## config.mk

```make
export PLATFORM = sky130hd
export DESIGN_NAME = led_frame_arbiter
export DESIGN_NICKNAME = d
export VERILOG_FILES = /design/src/rtl/led_pkg.sv /design/src/rtl/rr_pick.sv /design/src/rtl/led_frame_arbiter.sv
export SDC_FILE = /design/constraint.sdc
export NUM_CORES = 1
export LEC_CHECK = 0
export CORE_MARGIN = 2
export CORE_UTILIZATION = 49
export CTS_CLUSTER_SIZE = 40
export DETAILED_ROUTE_END_ITERATION = 16
export GPL_TIMING_DRIVEN = 0
export PLACE_DENSITY = 0.85
export SLEW_MARGIN = 20
export SYNTH_ARGS = -nofsm -noshare
export SYNTH_HDL_FRONTEND = slang
export SYNTH_HIERARCHICAL = 1
export SYNTH_SLANG_ARGS = --single-unit
```

## constraint.sdc

```tcl
create_clock -name clk -period 2.8 [get_ports clk]
set_input_delay 0.42 -clock clk [delete_from_list [all_inputs] [get_ports clk]]
set_output_delay 0.42 -clock clk [all_outputs]
set_load 0.005 [all_outputs]
```

## src/rtl/led_pkg.sv

```systemverilog
// Shared types and defaults for the WS2812B frame arbiter.
// State encoding, field widths, default gap length and a max helper.
package led_pkg;

  typedef enum logic [2:0] {
    IDLE,
    ARB,
    LAUNCH,
    WAIT_START,
    WAIT_DONE,
    GAP
  } state_t;

  localparam int COLOR_W        = 12;
  localparam int NUM_W          = 3;
  localparam int GAP_CYCLES_DEF = 28000;
  localparam int WD_CYCLES      = 1 << 20;

  function automatic int imax(int a, int b);
    return (a > b) ? a : b;
  endfunction

endpackage

```

## src/rtl/rr_pick.sv

```systemverilog
// Combinational round-robin picker: first set request after ptr,
// wrapping modulo NREQ; returns one-hot, index and valid.
module rr_pick #(
  parameter int NREQ = 2,
  parameter int IW   = 1
) (
  input  logic [NREQ-1:0] req,
  input  logic [IW-1:0]   ptr,
  output logic [NREQ-1:0] onehot,
  output logic [IW-1:0]   idx,
  output logic            valid
);

  always_comb begin
    onehot = '0;
    idx    = '0;
    valid  = 1'b0;
    for (int i = 1; i <= NREQ; i++) begin
      if (!valid && req[(int'(ptr) + i) % NREQ]) begin
        valid = 1'b1;
        idx   = IW'((int'(ptr) + i) % NREQ);
        onehot[(int'(ptr) + i) % NREQ] = 1'b1;
      end
    end
  end

endmodule

```

## src/rtl/led_frame_arbiter.sv

```systemverilog
// Round-robin sharing of one WS2812B frame sender among NREQ requesters.
// Define LED_ARB_WATCHDOG_EN to add a 2^20-cycle WAIT_DONE watchdog.
module led_frame_arbiter #(
  parameter int NREQ       = 2,
  parameter int COLOR_W    = led_pkg::COLOR_W,
  parameter int NUM_W      = led_pkg::NUM_W,
  parameter int GAP_CYCLES = led_pkg::GAP_CYCLES_DEF,
  parameter int START_TO   = 16
) (
  input  logic                    clk,
  input  logic                    reset,
  input  logic [NREQ-1:0]         req,
  input  logic [NREQ*COLOR_W-1:0] req_color,
  input  logic [NREQ*NUM_W-1:0]   req_num,
  input  logic                    ready2go,
  output logic                    go,
  output logic [COLOR_W-1:0]      sel_color,
  output logic [NUM_W-1:0]        sel_num,
  output logic [NREQ-1:0]         grant,
  output logic [NREQ-1:0]         done,
  output logic                    busy,
  output logic                    err
);

  import led_pkg::*;

  localparam int IW = $clog2(NREQ);
`ifdef LED_ARB_WATCHDOG_EN
  localparam int CMAX = imax(imax(GAP_CYCLES, START_TO), WD_CYCLES);
`else
  localparam int CMAX = imax(GAP_CYCLES, START_TO);
`endif
  localparam int CW = $clog2(CMAX + 1);

  localparam logic [CW-1:0] ST_LOAD  = CW'(START_TO - 1);
  localparam logic [CW-1:0] GAP_LOAD =
    CW'((GAP_CYCLES > 0) ? GAP_CYCLES - 1 : 0);
  // A zero gap skips GAP entirely.
  localparam state_t GAP_NEXT = (GAP_CYCLES > 0) ? GAP : IDLE;
`ifdef LED_ARB_WATCHDOG_EN
  localparam logic [CW-1:0] WD_LOAD = CW'(WD_CYCLES - 1);
`endif

  state_t          state;
  logic [IW-1:0]   ptr;
  logic [CW-1:0]   cnt;
  logic [NREQ-1:0] p_onehot;
  logic [IW-1:0]   p_idx;
  logic            p_valid;

  rr_pick #(
    .NREQ (NREQ),
    .IW   (IW)
  ) u_pick (
    .req    (req),
    .ptr    (ptr),
    .onehot (p_onehot),
    .idx    (p_idx),
    .valid  (p_valid)
  );

  assign busy = (state != IDLE);

  always_ff @(posedge clk) begin
    if (reset) begin
      state     <= IDLE;
      go        <= 1'b0;
      grant     <= '0;
      done      <= '0;
      err       <= 1'b0;
      sel_color <= '0;
      sel_num   <= '0;
      ptr       <= IW'(NREQ - 1);
      cnt       <= '0;
    end else begin
      go   <= 1'b0;
      done <= '0;
      err  <= 1'b0;
      unique case (state)
        IDLE: begin
          if (|req && ready2go) state <= ARB;
        end
        ARB: begin
          if (p_valid) begin
            ptr       <= p_idx;
            sel_color <= req_color[p_idx*COLOR_W +: COLOR_W];
            sel_num   <= req_num[p_idx*NUM_W +: NUM_W];
            grant     <= p_onehot;
            go        <= 1'b1;
            state     <= LAUNCH;
          end else begin
            state <= IDLE;
          end
        end
        LAUNCH: begin
          cnt   <= ST_LOAD;
          state <= WAIT_START;
        end
        WAIT_START: begin
          if (!ready2go) begin
`ifdef LED_ARB_WATCHDOG_EN
            cnt <= WD_LOAD;
`endif
            state <= WAIT_DONE;
          end else if (cnt == '0) begin
            err   <= 1'b1;
            done  <= grant;
            grant <= '0;
            cnt   <= GAP_LOAD;
            state <= GAP_NEXT;
          end else begin
            cnt <= cnt - 1'b1;
          end
        end
        WAIT_DONE: begin
          if (ready2go) begin
            done  <= grant;
            grant <= '0;
            cnt   <= GAP_LOAD;
            state <= GAP_NEXT;
`ifdef LED_ARB_WATCHDOG_EN
          end else if (cnt == '0) begin
            err   <= 1'b1;
            done  <= grant;
            grant <= '0;
            cnt   <= GAP_LOAD;
            state <= GAP_NEXT;
          end else begin
            cnt <= cnt - 1'b1;
`endif
          end
        end
        GAP: begin
          if (cnt == '0) state <= IDLE;
          else cnt <= cnt - 1'b1;
        end
        default: state <= IDLE;
      endcase
    end
  end

endmodule
```

==> flow_metrics.py <==
metrics = {
    "outcome": {
        "status": "finished, final reports clean",
    },
    "global_routing": {
        "grt_pass1_wl_mm": 9.35,
        "grtUsageTotal": 0.228,
        "grtUsageMet3": 0.0858,
        "met2_usage": 0.376,
        "grt_pass1_vias": 2031,
        "overflow": 0,
        "grt_max_degree": 14,
        "grt_use_met1": 0.276,
        "grt_antenna_before_repair": 0,
        "busiest_layer": "met2",
    },
    "worst_setup_path": {
        "crit_required_ps": 2970,
        "timing.rr.start": "cnt[0]",
        "arrival_ps": 2640,
        "cp-start-kind": "flip-flop",
        "worstSetupPathType": "flip-flop to flip-flop",
        "reg2reg_setup_slack_ps": 340,
        "worstRegToRegCells": 8,
        "critPathMaxStageDelay_ps": 510,
        "cp-end-kind": "flip-flop",
        "worstPathMaxFanout": 6,
        "crit_chain": "inv_1 -> ha_1 -> or4b_1 -> or4_4 -> buf_6 -> o31ai_4 -> mux2i_1 -> nor2_1",
        "slowest_stage": "or4b_1",
        "r2r_end": "grant[0]",
    },
    "route": {
        "post-route-drc-count": 0,
        "ant_nets": 0,
        "drt-initial-drc-count": 131,
        "route.vias.total": 2127,
        "vias_per_cell": 5.75,
        "drt_first_pass_iters": 4,
        "drt_wl_total_mm": 5.49,
        "wire_per_inst_um": 14.8,
    },
    "floorplanning": {
        "start_util": 0.515,
        "ios": 57,
        "die_w_um": 71.9,
        "coreArea_um2": 4380,
        "die-height_um": 71.9,
        "die_area_um2": 5160,
        "rows": 24,
    },
    "clocking": {
        "clk_pin_slew_ps": 80,
        "hold_buffers": 0,
        "cts-resized-gates": 0,
        "insertion_delay_ps": 300,
        "cts_tree": "built",
        "cts_setup_buffers": 0,
        "cts_buffers": 5,
        "h-tree-depth": 2,
        "clock_path_buffers": 2,
        "root_buffer": "clkbuf_8",
        "clkSinkCount": 40,
    },
    "logic_synthesis": {
        "synth_top_area_share": 0.355,
        "ys_seq_area_frac": 0.355,
        "syn_nets": 292,
        "syn-instance-count": 254,
        "ys.flop_type": "dfxtp_1",
        "synth_top_cell_by_area": "dfxtp_1",
        "ys_warn_count": 6,
        "synth_cell_types": 62,
        "synth_area_leaders": "dfxtp_1, mux2i_1, nor2_1",
        "ys_ff_latch": 40,
        "ys_async_sr_fraction": 0,
        "netlist_area_um2": 2260,
        "synth_area_per_cell_um2": 8.88,
        "synth-edff-count": 0,
    },
    "run": {
        "cap_violations": 0,
    },
    "cells_and_area": {
        "nFillCells": 372,
        "finish.utilization": 0.683,
        "multi_input_area_um2": 1300,
        "fin_nets": 355,
        "drive_gt1_frac": 0.119,
        "ff_latch_area_um2": 801,
        "syn2layout_area_growth_pct": 32.7,
        "antenna_cells": 0,
    },
    "pwr": {
        "power_frac_seq": 0.370,
        "switchingPower_uw": 594,
        "swShare": 0.332,
        "power_frac_comb": 0.362,
        "p_clk_frac": 0.268,
        "p_per_area_nw_per_um2": 598,
        "ir_drop_v": 0.000341,
        "cell_internal_pwr_uw": 1200,
        "power_uw": 1790,
        "p_leak_uw": 0.00110,
    },
    "timing": {
        "min_period_ps": 2460,
        "hold_viol_final": 0,
        "max_clock_freq_ghz": 0.406,
        "setup_ws_ps": 338,
        "setup_tns_ps": 0,
        "clock_skew_ps": 4.74,
        "slew_viol_final": 0,
        "setup_viol_count_final": 0,
        "finalCritPeriodShare": 0.879,
        "worst_pin_slew_ps": 701,
        "rsz0062_at_grt": "no",
        "relSlewSlack": 0.528,
    },
    "place": {
        "place_ws_ps": 113,
        "portBuffers": 56,
        "place_congestion": 0.836,
        "hpwl_mm": 4.07,
    },
    "min_path": {
        "min_path_cells": 1,
        "hold_path.class": "flip-flop to flip-flop",
        "min_from": "cnt[12]",
        "hold_path_end": "cnt[12]",
    },
}
cells in the mapped netlist (all sizes together) (3+ instances only):
| library cell | count |
|---|---|
| dfxtp | 40 |
| nor2 | 36 |
| mux2i | 17 |
| a211oi | 16 |
| a21oi | 15 |
| clkbuf | 13 |
| inv | 8 |
| nand2 | 8 |
| o21ai | 8 |
| o22ai | 8 |
| a31oi | 6 |
| and3 | 6 |
| nor2b | 6 |
| nor3 | 6 |
| or3 | 6 |
| buf | 5 |
| nor4 | 5 |
| o2bb2ai | 4 |
| a211o | 3 |
| a21boi | 3 |
| ha | 3 |
| o31ai | 3 |
| or4 | 3 |
cells in the final DEF, fill, tap and decap left out, drive strengths merged, types with 6 or more instances in the layout:
cell type      netlist  routed
mux2i               17      17
o21ai                8       8
clkbuf              13      18
a211oi              16      16
nor2                36      36
o22ai                8       8
nor2b                6       6
nor3                 6       6
clkdlybuf4s50        0      56
or3                  6       6
dfxtp               40      40
and3                 6       6
inv                  8       8
a31oi                6       6
nand2                8       8
a21oi               15      15
cells by family after synthesis:
kind of cell	Yosys count	share of synthesized area
AO/OA/AOI/OAI	76	0.257
XOR/XNOR	2	0.00777
adder cells (fa/ha/maj)	3	0.0166
buffers and inverters	26	0.0677
flip-flops	40	0.355
multiplexers	17	0.0754
AND/OR/NAND/NOR	90	0.221
cell type report:
cell class | count | area share
Buffer | 18 | 0.0410
Clock buffer | 5 | 0.0230
Clock inverter | 3 | 0.0142
Inverter | 8 | 0.0100
Multi-Input combinational cell | 188 | 0.435
Sequential cell | 40 | 0.268
Tap cell | 52 | 0.0217
Timing Repair Buffer | 56 | 0.187
worst max-delay path, delay by kind of cell, from the launching register on:
| family | cells | cell delay (ps) |
|---|---|---|
| AO/OA/AOI/OAI | 1 | 230 |
| adder cells (fa/ha/maj) | 1 | 140 |
| buffers and inverters | 2 | 260 |
| flip-flops | 1 | 360 |
| multiplexers | 1 | 270 |
| AND/OR/NAND/NOR | 3 | 1080 |
how the worst max path moves through the flow:
stage          cells past startpoint  slack (ps)  endpoint  startpoint
2_1_floorplan                      8         570  grant[0]      cnt[0]
3_3_place_gp                       7         140    cnt[6]    ready2go
3_5_place_dp                       7         110    cnt[6]    ready2go
4_1_cts                            8         330  grant[0]      cnt[1]
5_1_grt                            8         200  grant[0]      cnt[0]
6_report                           8         340  grant[0]      cnt[0]
power groups by stage:
stage | clock network, µW | registers (µW) | logic, µW
2_1_floorplan | 0 | 670 | 424
3_3_place_gp | 0 | 672 | 631
3_5_place_dp | 0 | 674 | 641
4_1_cts | 481 | 661 | 646
5_1_grt | 498 | 669 | 716
6_report | 480 | 662 | 649
state kept, by name, indices dropped and copies added (netlist names):
name	count
cnt	15
state	3
ptr	1
grant	2
done	2
err	1
go	1
sel_num	3
sel_color	12
per-layer routing:
layer  vias up  share of wire
li1       1063              -
met1       974           0.44
met2        85           0.46
met3         5          0.087
met4         0          0.012
met5         -              0
stage by stage:
step / cells / area (µm²) / hold WS, ps
after floorplan: 254 / 2260 / 439
after global placement: 362 / 2880 / 457
after detailed placement: 362 / 2880 / 473
after CTS: 370 / 2990 / 486
after global routing: 370 / 2990 / 504
final: 370 / 2990 / 487
No activity file was read; power rests on OpenSTA's default activity.
